<file path="config.mk">
export PLATFORM = sky130hd
export DESIGN_NAME = ddr_arbiter4_flat
export DESIGN_NICKNAME = d
export VERILOG_FILES = /design/src/rtl/ddr_arb_pkg.sv /design/src/rtl/ddr_if.sv /design/src/rtl/rr_pick4.sv /design/src/rtl/ddr_arbiter4.sv /design/src/flat_wrapper.sv
export SDC_FILE = /design/constraint.sdc
export NUM_CORES = 1
export LEC_CHECK = 0
export BUFFER_PORTS_ARGS = -buffer_cell sky130_fd_sc_hd__clkbuf_2
export CAP_MARGIN = 20
export CORE_AREA = 2 2 222 224
export DETAILED_ROUTE_END_ITERATION = 8
export DIE_AREA = 0 0 224 226
export SETUP_SLACK_MARGIN = 0.1
export SLEW_MARGIN = 15
export SYNTH_ARGS = -nofsm -noshare
export SYNTH_HDL_FRONTEND = slang
export SYNTH_HIERARCHICAL = 1
export SYNTH_SLANG_ARGS = --single-unit
export TNS_END_PERCENT = 100
</file>
<file path="constraint.sdc">
create_clock -name clk -period 4.3 [get_ports clk]
set_input_delay 0.645 -clock clk [delete_from_list [all_inputs] [get_ports clk]]
set_output_delay 0.645 -clock clk [all_outputs]
set_load 0.05 [all_outputs]
</file>
<file path="src/rtl/ddr_arb_pkg.sv">
// Shared types and widths for the four-client DDR round-robin arbiter.
package ddr_arb_pkg;

  localparam int unsigned NUM_CLIENTS = 4;
  localparam int unsigned ADDR_W      = 32;
  localparam int unsigned DATA_W      = 32;
  localparam int unsigned BURST_W     = 8;
  localparam int unsigned BE_W        = DATA_W / 8;

  typedef logic [1:0] client_idx_t;

  typedef enum logic [1:0] {IDLE, GRANT, WR_BURST, RD_WAIT} arb_state_t;

  typedef struct packed {
    logic [ADDR_W-1:0]  addr;
    logic [DATA_W-1:0]  wdata;
    logic               read;
    logic               write;
    logic [BURST_W-1:0] burstcnt;
    logic [BE_W-1:0]    byteenable;
  } ddr_cmd_t;

  // A burst count of zero behaves as a single beat.
  function automatic logic [BURST_W-1:0] eff_burst(input logic [BURST_W-1:0] bc);
    return (bc == '0) ? BURST_W'(1) : bc;
  endfunction

endpackage

</file>
<file path="src/rtl/ddr_if.sv">
// DDR command/data port; to_host faces the DDR adapter, from_host faces a client.
interface ddr_if;
  import ddr_arb_pkg::*;

  logic [ADDR_W-1:0]  addr;
  logic [DATA_W-1:0]  wdata;
  logic [DATA_W-1:0]  rdata;
  logic               read;
  logic               write;
  logic [BURST_W-1:0] burstcnt;
  logic [BE_W-1:0]    byteenable;
  logic               acquire;
  logic               busy;
  logic               rdata_ready;

  modport to_host (
    output addr, wdata, read, write, burstcnt, byteenable, acquire,
    input  busy, rdata_ready, rdata
  );

  modport from_host (
    input  addr, wdata, read, write, burstcnt, byteenable, acquire,
    output busy, rdata_ready, rdata
  );

endinterface

</file>
<file path="src/rtl/rr_pick4.sv">
// Combinational round-robin picker: first requester strictly after last.
module rr_pick4
  import ddr_arb_pkg::*;
(
  input  logic [3:0] req,
  input  logic [1:0] last,
  output logic       valid,
  output logic [1:0] idx
);

  logic        found;
  client_idx_t cand;

  always_comb begin
    valid = |req;
    idx   = '0;
    found = 1'b0;
    cand  = '0;
    for (int k = 1; k <= 4; k++) begin
      cand = last + 2'(k);
      if (!found && req[cand]) begin
        idx   = cand;
        found = 1'b1;
      end
    end
  end

endmodule

</file>
<file path="src/rtl/ddr_arbiter4.sv">
// Burst-aware round-robin arbiter sharing one DDR host port among four clients,
// with optional multi-burst locking through acquire.
module ddr_arbiter4
  import ddr_arb_pkg::*;
#(
  parameter int unsigned MAX_LOCK_BURSTS = 16
)
(
  input logic     clk,
  input logic     reset_n,
  ddr_if.to_host   x,
  ddr_if.from_host c0,
  ddr_if.from_host c1,
  ddr_if.from_host c2,
  ddr_if.from_host c3
);

  localparam int unsigned LOCK_W = $clog2(MAX_LOCK_BURSTS + 2);

  arb_state_t              state, state_n;
  client_idx_t             grant, grant_n, last_grant, last_n;
  logic [BURST_W-1:0]      beats, beats_n, beats_dec, eff_bc;
  logic [LOCK_W-1:0]       lock_cnt, lock_n;
  ddr_cmd_t                cmd [NUM_CLIENTS];
  ddr_cmd_t                sel;
  logic [NUM_CLIENTS-1:0]  acq, req, busy, rdy;
  logic                    pick_valid, done, lock_ok, others, x_rd, x_wr;
  client_idx_t             pick_idx;

  assign cmd[0] = {c0.addr, c0.wdata, c0.read, c0.write, c0.burstcnt, c0.byteenable};
  assign cmd[1] = {c1.addr, c1.wdata, c1.read, c1.write, c1.burstcnt, c1.byteenable};
  assign cmd[2] = {c2.addr, c2.wdata, c2.read, c2.write, c2.burstcnt, c2.byteenable};
  assign cmd[3] = {c3.addr, c3.wdata, c3.read, c3.write, c3.burstcnt, c3.byteenable};
  assign acq    = {c3.acquire, c2.acquire, c1.acquire, c0.acquire};

  always_comb begin
    req = '0;
    for (int i = 0; i < NUM_CLIENTS; i++) req[i] = cmd[i].read | cmd[i].write | acq[i];
  end

  assign sel       = cmd[grant];
  assign eff_bc    = eff_burst(sel.burstcnt);
  assign beats_dec = (beats != '0) ? beats - BURST_W'(1) : '0;
  assign others    = |(req & ~(NUM_CLIENTS'(1) << grant));
  // lock_cnt holds the contended bursts already chained; the one finishing now is +1.
  assign lock_ok   = acq[grant] &&
                     (!others || (MAX_LOCK_BURSTS == 0) ||
                      (32'(lock_cnt) + 32'd1 < MAX_LOCK_BURSTS));

  rr_pick4 u_pick (
    .req   (req),
    .last  (last_grant),
    .valid (pick_valid),
    .idx   (pick_idx)
  );

  // Host-side command mux; strobes only pass while the grant is live.
  always_comb begin
    x_rd = 1'b0;
    x_wr = 1'b0;
    case (state)
      GRANT:    begin x_rd = sel.read; x_wr = sel.write; end
      WR_BURST: x_wr = sel.write;
      default:  ;
    endcase
  end

  assign x.addr       = sel.addr;
  assign x.wdata      = sel.wdata;
  assign x.burstcnt   = sel.burstcnt;
  assign x.byteenable = sel.byteenable;
  assign x.read       = x_rd;
  assign x.write      = x_wr;
  assign x.acquire    = |acq;

  // Client-side returns: only the granted client sees busy/rdata_ready from x.
  always_comb begin
    busy = '1;
    rdy  = '0;
    for (int i = 0; i < NUM_CLIENTS; i++) begin
      if (client_idx_t'(i) == grant) begin
        busy[i] = (state == GRANT || state == WR_BURST) ? x.busy : 1'b1;
        rdy[i]  = (state != IDLE) && x.rdata_ready;
      end
    end
  end

  assign c0.busy = busy[0];  assign c0.rdata_ready = rdy[0];  assign c0.rdata = x.rdata;
  assign c1.busy = busy[1];  assign c1.rdata_ready = rdy[1];  assign c1.rdata = x.rdata;
  assign c2.busy = busy[2];  assign c2.rdata_ready = rdy[2];  assign c2.rdata = x.rdata;
  assign c3.busy = busy[3];  assign c3.rdata_ready = rdy[3];  assign c3.rdata = x.rdata;

  always_ff @(posedge clk or negedge reset_n) begin
    if (!reset_n) begin
      state      <= IDLE;
      grant      <= '0;
      last_grant <= 2'd3;
      beats      <= '0;
      lock_cnt   <= '0;
    end else begin
      state      <= state_n;
      grant      <= grant_n;
      last_grant <= last_n;
      beats      <= beats_n;
      lock_cnt   <= lock_n;
    end
  end

  always_comb begin
    state_n = state;
    grant_n = grant;
    last_n  = last_grant;
    beats_n = beats;
    lock_n  = lock_cnt;
    done    = 1'b0;
    case (state)
      IDLE: begin
        if (pick_valid) begin
          grant_n = pick_idx;
          state_n = GRANT;
        end
      end
      GRANT: begin
        if (sel.read && !x.busy) begin
          beats_n = eff_bc;
          state_n = RD_WAIT;
        end else if (sel.write && !x.busy) begin
          beats_n = eff_bc - BURST_W'(1);
          if (eff_bc == BURST_W'(1)) done = 1'b1;
          else                       state_n = WR_BURST;
        end else if (!req[grant]) begin
          state_n = IDLE;
          lock_n  = '0;
        end
      end
      WR_BURST: begin
        if (sel.write && !x.busy) begin
          beats_n = beats_dec;
          if (beats <= BURST_W'(1)) done = 1'b1;
        end
      end
      RD_WAIT: begin
        if (x.rdata_ready) begin
          beats_n = beats_dec;
          if (beats <= BURST_W'(1)) done = 1'b1;
        end
      end
      default: state_n = IDLE;
    endcase

    // End of burst: either chain under lock or release to the round robin.
    if (done) begin
      last_n = grant;
      if (lock_ok) begin
        state_n = GRANT;
        if (others && (lock_cnt != '1)) lock_n = lock_cnt + LOCK_W'(1);
      end else begin
        state_n = IDLE;
        lock_n  = '0;
      end
    end
  end

endmodule

</file>
<file path="src/flat_wrapper.sv">
// flat-port wrapper written by rule: the top's interface ports become plain ports
module ddr_arbiter4_flat import ddr_arb_pkg::*;
#(
  parameter int unsigned MAX_LOCK_BURSTS = 16
)
  (clk, reset_n, x_addr, x_wdata, x_read, x_write, x_burstcnt, x_byteenable, x_acquire, x_busy, x_rdata_ready, x_rdata, c0_addr, c0_wdata, c0_read, c0_write, c0_burstcnt, c0_byteenable, c0_acquire, c0_busy, c0_rdata_ready, c0_rdata, c1_addr, c1_wdata, c1_read, c1_write, c1_burstcnt, c1_byteenable, c1_acquire, c1_busy, c1_rdata_ready, c1_rdata, c2_addr, c2_wdata, c2_read, c2_write, c2_burstcnt, c2_byteenable, c2_acquire, c2_busy, c2_rdata_ready, c2_rdata, c3_addr, c3_wdata, c3_read, c3_write, c3_burstcnt, c3_byteenable, c3_acquire, c3_busy, c3_rdata_ready, c3_rdata);
  ddr_if x_i ();
  ddr_if c0_i ();
  ddr_if c1_i ();
  ddr_if c2_i ();
  ddr_if c3_i ();
  input logic clk;
  input logic reset_n;
  output wire logic [$bits(x_i.addr)-1:0] x_addr;
  output wire logic [$bits(x_i.wdata)-1:0] x_wdata;
  output wire logic [$bits(x_i.read)-1:0] x_read;
  output wire logic [$bits(x_i.write)-1:0] x_write;
  output wire logic [$bits(x_i.burstcnt)-1:0] x_burstcnt;
  output wire logic [$bits(x_i.byteenable)-1:0] x_byteenable;
  output wire logic [$bits(x_i.acquire)-1:0] x_acquire;
  input wire logic [$bits(x_i.busy)-1:0] x_busy;
  input wire logic [$bits(x_i.rdata_ready)-1:0] x_rdata_ready;
  input wire logic [$bits(x_i.rdata)-1:0] x_rdata;
  input wire logic [$bits(c0_i.addr)-1:0] c0_addr;
  input wire logic [$bits(c0_i.wdata)-1:0] c0_wdata;
  input wire logic [$bits(c0_i.read)-1:0] c0_read;
  input wire logic [$bits(c0_i.write)-1:0] c0_write;
  input wire logic [$bits(c0_i.burstcnt)-1:0] c0_burstcnt;
  input wire logic [$bits(c0_i.byteenable)-1:0] c0_byteenable;
  input wire logic [$bits(c0_i.acquire)-1:0] c0_acquire;
  output wire logic [$bits(c0_i.busy)-1:0] c0_busy;
  output wire logic [$bits(c0_i.rdata_ready)-1:0] c0_rdata_ready;
  output wire logic [$bits(c0_i.rdata)-1:0] c0_rdata;
  input wire logic [$bits(c1_i.addr)-1:0] c1_addr;
  input wire logic [$bits(c1_i.wdata)-1:0] c1_wdata;
  input wire logic [$bits(c1_i.read)-1:0] c1_read;
  input wire logic [$bits(c1_i.write)-1:0] c1_write;
  input wire logic [$bits(c1_i.burstcnt)-1:0] c1_burstcnt;
  input wire logic [$bits(c1_i.byteenable)-1:0] c1_byteenable;
  input wire logic [$bits(c1_i.acquire)-1:0] c1_acquire;
  output wire logic [$bits(c1_i.busy)-1:0] c1_busy;
  output wire logic [$bits(c1_i.rdata_ready)-1:0] c1_rdata_ready;
  output wire logic [$bits(c1_i.rdata)-1:0] c1_rdata;
  input wire logic [$bits(c2_i.addr)-1:0] c2_addr;
  input wire logic [$bits(c2_i.wdata)-1:0] c2_wdata;
  input wire logic [$bits(c2_i.read)-1:0] c2_read;
  input wire logic [$bits(c2_i.write)-1:0] c2_write;
  input wire logic [$bits(c2_i.burstcnt)-1:0] c2_burstcnt;
  input wire logic [$bits(c2_i.byteenable)-1:0] c2_byteenable;
  input wire logic [$bits(c2_i.acquire)-1:0] c2_acquire;
  output wire logic [$bits(c2_i.busy)-1:0] c2_busy;
  output wire logic [$bits(c2_i.rdata_ready)-1:0] c2_rdata_ready;
  output wire logic [$bits(c2_i.rdata)-1:0] c2_rdata;
  input wire logic [$bits(c3_i.addr)-1:0] c3_addr;
  input wire logic [$bits(c3_i.wdata)-1:0] c3_wdata;
  input wire logic [$bits(c3_i.read)-1:0] c3_read;
  input wire logic [$bits(c3_i.write)-1:0] c3_write;
  input wire logic [$bits(c3_i.burstcnt)-1:0] c3_burstcnt;
  input wire logic [$bits(c3_i.byteenable)-1:0] c3_byteenable;
  input wire logic [$bits(c3_i.acquire)-1:0] c3_acquire;
  output wire logic [$bits(c3_i.busy)-1:0] c3_busy;
  output wire logic [$bits(c3_i.rdata_ready)-1:0] c3_rdata_ready;
  output wire logic [$bits(c3_i.rdata)-1:0] c3_rdata;
  assign x_addr = x_i.addr;
  assign x_wdata = x_i.wdata;
  assign x_read = x_i.read;
  assign x_write = x_i.write;
  assign x_burstcnt = x_i.burstcnt;
  assign x_byteenable = x_i.byteenable;
  assign x_acquire = x_i.acquire;
  assign x_i.busy = x_busy;
  assign x_i.rdata_ready = x_rdata_ready;
  assign x_i.rdata = x_rdata;
  assign c0_i.addr = c0_addr;
  assign c0_i.wdata = c0_wdata;
  assign c0_i.read = c0_read;
  assign c0_i.write = c0_write;
  assign c0_i.burstcnt = c0_burstcnt;
  assign c0_i.byteenable = c0_byteenable;
  assign c0_i.acquire = c0_acquire;
  assign c0_busy = c0_i.busy;
  assign c0_rdata_ready = c0_i.rdata_ready;
  assign c0_rdata = c0_i.rdata;
  assign c1_i.addr = c1_addr;
  assign c1_i.wdata = c1_wdata;
  assign c1_i.read = c1_read;
  assign c1_i.write = c1_write;
  assign c1_i.burstcnt = c1_burstcnt;
  assign c1_i.byteenable = c1_byteenable;
  assign c1_i.acquire = c1_acquire;
  assign c1_busy = c1_i.busy;
  assign c1_rdata_ready = c1_i.rdata_ready;
  assign c1_rdata = c1_i.rdata;
  assign c2_i.addr = c2_addr;
  assign c2_i.wdata = c2_wdata;
  assign c2_i.read = c2_read;
  assign c2_i.write = c2_write;
  assign c2_i.burstcnt = c2_burstcnt;
  assign c2_i.byteenable = c2_byteenable;
  assign c2_i.acquire = c2_acquire;
  assign c2_busy = c2_i.busy;
  assign c2_rdata_ready = c2_i.rdata_ready;
  assign c2_rdata = c2_i.rdata;
  assign c3_i.addr = c3_addr;
  assign c3_i.wdata = c3_wdata;
  assign c3_i.read = c3_read;
  assign c3_i.write = c3_write;
  assign c3_i.burstcnt = c3_burstcnt;
  assign c3_i.byteenable = c3_byteenable;
  assign c3_i.acquire = c3_acquire;
  assign c3_busy = c3_i.busy;
  assign c3_rdata_ready = c3_i.rdata_ready;
  assign c3_rdata = c3_i.rdata;
  ddr_arbiter4 #(.MAX_LOCK_BURSTS(MAX_LOCK_BURSTS)) u_core (.clk(clk), .reset_n(reset_n), .x(x_i), .c0(c0_i), .c1(c1_i), .c2(c2_i), .c3(c3_i));
endmodule
</file>
* After elaboration in Yosys (flattened, before gate mapping)
Cells that the tools add are included.
Storage, ports and cells: flip-flop bits (word level) 19, bits of input ports 352, output and inout port bits 215, logic and storage cells 137
Cells by class: $add $sub $neg 7, magnitude comparators 8, eq/ne operators 14, shifts and indexed selects 1, muxes and demuxes 62, bitwise operators 11, reduce and logical (&&, ||, !) cells 29
Operators by type and width (number):
- binary-select mux 78 bit (select 2 bit) | 1
- two-way mux 78 bit | 2
- two-way mux 8 bit | 6
- two-way mux 5 bit | 7
- less-than comparator 32 x 5 -> 1 bit (second input constant) | 1
- two-way mux 1 bit | 27
- case mux 8 bit (3 select lines) | 1
- two-way mux 2 bit | 10
- subtractor 8 x 1 -> 8 bit (second input constant) | 2
- less-than comparator 2 x 3 -> 1 bit (second input constant) | 5
- binary-select mux 1 bit (select 2 bit) | 6
- OR reduction 4 bit | 3
- != test 5 x 4 -> 1 bit (second input constant) | 2
- equality test 8 x 1 -> 1 bit (second input constant) | 1
- less-or-equal comparator 8 x 1 -> 1 bit (second input constant) | 1
- logical AND 1 bit | 8
- zero test 8 bit | 1
- bitwise OR 1 bit | 8
- AND reduction 4 bit | 2
- nonzero test 8 bit | 1
- adder 5 x 1 -> 6 bit (second input constant) | 1
- nonzero test 3 bit | 2
- adder 5 x 1 -> 5 bit (second input constant) | 1
- zero test 1 bit | 5
- 22 further kinds | 28

* Depth between registers and ports, before layout
word-level depth 14, mapped depth 13, depth with buffers taken out 12

* By module
Netlist, hierarchy kept.
By module, submodules not included:
- ddr_arbiter4 | times used 1, cells an instance 446, area each 4588.2 um^2, sequential area each 478.0 um^2
- rr_pick4 | times used 1, cells an instance 14, area each 81.3 um^2, sequential area each 0.0 um^2

* Worst setup path before layout
No wires, ideal clock.
path type in2reg, start point input c3_burstcnt[4], end point register u_core.lock_cnt[0], setup time 65 ps, arrival 3429 ps, data required time 4235 ps, setup slack 806 ps, cell stages on the path 12, path buffers 0, cell sequence mux4_2 or3_4 nor3_1 nor2_1 inv_1 ha_1 inv_1 nor4b_2 or3b_4 o21a_4 nor3_4 mux2_2
Between the ends: longest elaborated chain between the ends 11
RTL lines:
- start: declaration | line flat_wrapper.sv:58 | input wire logic [$bits(c3_i.burstcnt)-1:0] c3_burstcnt;
- binary-select mux 78 bit (select 2 bit) (*) | line ddr_arbiter4.sv:41 | assign sel = cmd[grant];
- two-way mux 78 bit (not written as such) (*) (2 in series) | line ddr_arbiter4.sv:41
- zero test 8 bit | line ddr_arb_pkg.sv:25 | return (bc == '0) ? BURST_W'(1) : bc;
- two-way mux 8 bit (*) | line ddr_arb_pkg.sv:25
- equality test 8 x 1 -> 1 bit (*) | line ddr_arbiter4.sv:129 | if (eff_bc == BURST_W'(1)) done = 1'b1;
- two-way mux 1 bit (*) | line ddr_arbiter4.sv:129
- two-way mux 1 bit (*) | line ddr_arbiter4.sv:127 | end else if (sel.write && !x.busy) begin
- two-way mux 1 bit (*) | line ddr_arbiter4.sv:124 | if (sel.read && !x.busy) begin
- case mux 1 bit (3 select lines) (*) | line ddr_arbiter4.sv:116 | case (state)
- two-way mux 5 bit (*) | line ddr_arbiter4.sv:152 | if (done) begin
- via u_core.lock_n[0] | line ddr_arbiter4.sv:23 | logic [LOCK_W-1:0] lock_cnt, lock_n;
- end signal: assignment | line ddr_arbiter4.sv:105 | lock_cnt <= lock_n;
- end: declaration | line ddr_arbiter4.sv:23
Mark *: on every way through the listed nets, which the timed path passes. The rest lies on a longest branch. The select of a mux whose other input is x is not followed. A chain may end at the register's enable or synchronous reset.

* Worst setup path after layout
start point register u_core.grant[0], end point register u_core.lock_cnt[0]
Between the ends: longest elaborated chain between the ends 12, elaborated cells between the ends (all ways) 33, classes of those cells eq/ne (1); shift (1); mux (20); bitwise (3); reduce/logical (8)
RTL lines:
- start: declaration | line ddr_arbiter4.sv:21 | client_idx_t grant, grant_n, last_grant, last_n;
- start signal: assignment | line ddr_arbiter4.sv:102 | grant <= grant_n;
- inverter 2 -> 3 bit (not written as such) | line ddr_arbiter4.sv:41
- binary-select mux 78 bit (select 2 bit) | line ddr_arbiter4.sv:41
- two-way mux 78 bit (not written as such) (2 in series) | line ddr_arbiter4.sv:41
- zero test 8 bit | line ddr_arb_pkg.sv:25
- two-way mux 8 bit | line ddr_arb_pkg.sv:25
- equality test 8 x 1 -> 1 bit | line ddr_arbiter4.sv:129
- two-way mux 1 bit | line ddr_arbiter4.sv:129
- two-way mux 1 bit | line ddr_arbiter4.sv:127
- two-way mux 1 bit | line ddr_arbiter4.sv:124
- case mux 1 bit (3 select lines) | line ddr_arbiter4.sv:116
- two-way mux 5 bit (*) | line ddr_arbiter4.sv:152
- via u_core.lock_n[0] | line ddr_arbiter4.sv:23
Marked as above.

==> impl_metrics.yaml <==
outcome:
  outcome: "completed"
timing:
  post-route-min-period_ps: 3700
  final-hold-violation-count: 0
  worstMarginPinSlew_ps: 909
  slew_viol_final: 0
  finalSetupTns_ps: 0
  slew_headroom: 0.394
  setup_violations: 0
  finClkSkew_ps: 4.47
  fmax_ghz: 0.270
  post-route-period-util: 0.861
  rsz0062_at_grt: "false"
synth:
  synth_cell_types: 57
  synthesis.nets: 823
  ys_ff_latch: 19
  yosysWarnings: 6
  syn_area_per_cell_um2: 10.2
  synth_edf_count: 0
  synthTopCellsByArea: "mux4_2 39%, buf_4 21%, dfrtp_1 9.1%"
  synthFlopType: "dfrtp_1"
  yosys.area.top_type: "mux4_2"
  synth_top_area_share: 0.386
  syn_area_um2: 4670
  ys_seq_area_frac: 0.102
  syn_inst: 460
  async_reset_ff_frac: 1.00
pwr:
  power_frac_comb: 0.882
  clkPwrFrac: 0.042
  p_int_uw: 1690
  sw_frac_of_total: 0.646
  power.switching_uw: 3090
  p_seq_frac: 0.076
  ir_worst_vdd_mv: 0.319
  p_per_area_nw_per_um2: 730
  p_leak_uw: 0.00295
  p_total_uw: 4790
cts:
  cts_buffers: 3
  htree_levels: 1
  cts.clk_slew.worst_paths_ps: 60
  cts_resized: 0
  insertion_delay_ps: 250
  ctsRootBufferMaster: "clkbuf_16"
  cts_tree: "built"
  ctsHoldBuffers: 0
  cts.sinks: 19
  cts_buffer_depth: 2
  post_cts_buffers: 0
drt:
  routed_via_density: 3.91
  wire_per_inst_um: 26.8
  post-route-drc-count: 0
  firstDrtPassIters: 5
  dr.first_iter.drc_count: 283
  vias: 5293
  ant_nets: 0
  routed_wl_um: 36200
floorplanning:
  die_area_um2: 50600
  die_h_um: 226
  start_util: 0.0966
  die_w_um: 224
  io_pins: 567
  placementRows: 81
  core_area_um2: 48300
place:
  dp_hpwl_um: 33600
  place_congestion: 0.991
  dpl_cell_area_um2: 6460
  portBuffers: 406
  dp.cells: 1342
global_route:
  grt_pass1_vias: 5292
  antenna_found_initial: 38
  met2_usage: 0.250
  grt_max_degree: 48
  grtUsageMet3: 0.0597
  grt.total_usage: 0.138
  grt-ovfl-total: 0
  busiest_layer: "met2"
  met1_usage: 0.147
  grt_pass1_wl_um: 46500
worst_setup_path:
  crit_arrival_ps: 3900
  cp.required_ps: 4500
  critPathMaxFanout: 35
  worstSetupPathType: "flip-flop to flip-flop"
  worst_setup_path_start_kind: "flip-flop"
  crit_path_end_kind: "flip-flop"
final_layout:
  stdcell_count: 1353
  post_route_cells_drive_above_1_share: 0.706
  final_common_cell: "clkbuf_2"
  nets: 1088
  fin_util: 0.136
  areaGrowthSynthToFinish_pct: 40.4
  most-common-layout-cells: "406 x clkbuf_2, 80 x mux4_2, 24 x nand2_1, 23 x nor2_1, 19 x a21oi_1"
  fin_area_um2: 6560
hold_path:
  hp-class: "input pin to async pin"
job:
  max_cap_violations: 0
==> sequential cells by signal (all words and copies together), names as in the netlist <==
name,flops
u_core/last_grant,2
u_core/state,2
u_core/beats,8
u_core/lock_cnt,5
u_core/grant,2
==> synthesized netlist by cell type (8+ instances only) <==
cell and n:
o21ai_0 13, nand2b_1 8, ha_1 11, nand3_1 9, nor2_1 23, buf_1 8, clkbuf_1 12, dfrtp_1 17
mux4_2 80, or3_1 9, nor3_1 11, a21oi_1 19, nand2_1 24, inv_1 15, buf_4 128
==> logic make-up after synthesis <==
family                   share of synthesized area
multiplexers                                 0.402
flip-flops                                   0.102
AO/OA/AOI/OAI                               0.0868
adder cells (fa/ha/maj)                     0.0295
buffers and inverters                        0.239
XOR/XNOR                                    0.0113
AND/OR/NAND/NOR                              0.129
==> power groups by stage <==
stage / clock, uW / sequential [uW] / combinational, uW
3_5_place_dp: 0 / 368 / 4240
6_report: 199 / 366 / 4220
5_1_grt: 210 / 381 / 4400
3_3_place_gp: 0 / 362 / 4210
4_1_cts: 204 / 366 / 4240
2_1_floorplan: 0 / 309 / 3480
==> per-stage QoR <==
stage | setup WS [ps] | hold WS (ps)
floorplan | 806 | 349
global placement | 671 | 479
detailed placement | 605 | 496
CTS | 566 | 387
global route | 306 | 398
finish | 598 | 359
==> path summary, 6_finish.rpt <==
check	startpoint	endpoint	slack, ps	cells past startpoint
min reg2reg	u_core/last_grant[0]$_DFFE_PN1N_	u_core/last_grant[0]$_DFFE_PN1N_	510	2
max	u_core/grant[0]$_DFFE_PN0P_	u_core/lock_cnt[0]$_DFF_PN0_	600	12
max in group asynchronous	reset_n	u_core/grant[1]$_DFFE_PN0P_	3530	1
min	reset_n	u_core/lock_cnt[4]$_DFF_PN0_	360	1
max reg2reg	u_core/grant[0]$_DFFE_PN0P_	u_core/lock_cnt[0]$_DFF_PN0_	600	12
min in group clk	u_core/last_grant[0]$_DFFE_PN1N_	u_core/last_grant[0]$_DFFE_PN1N_	510	2
==> critical path, cell delays in order (launching register included) <==
cell     delay [ps]
dfrtp_4         520
buf_4           560
mux4_2          660
nor3_1          220
nor2_1          110
inv_1            70
ha_1            130
inv_1            60
nor4b_2         330
or3b_4          460
o21a_4          240
nor3_4          120
mux2_2          160
==> layout make-up <==
class / instances / area (um2)
Multi-Input combinational cell: 276 / 3080
Tap cell: 622 / 778
Inverter: 15 / 56.3
Sequential cell: 19 / 485
Antenna cell: 7 / 17.5
Clock inverter: 1 / 5.00
Clock buffer: 3 / 75.1
Fill cell: 5453 / 41800
Timing Repair Buffer: 410 / 2060
==> metal layers <==
| layer | wire [um] | vias to the layer above |
|---|---|---|
| met5 | 185 | - |
| met4 | 1370 | 30 |
| met3 | 3920 | 99 |
| met2 | 18000 | 433 |
| met1 | 12700 | 2566 |
| li1 | - | 2165 |
No activity file was read; power rests on OpenSTA's default activity.
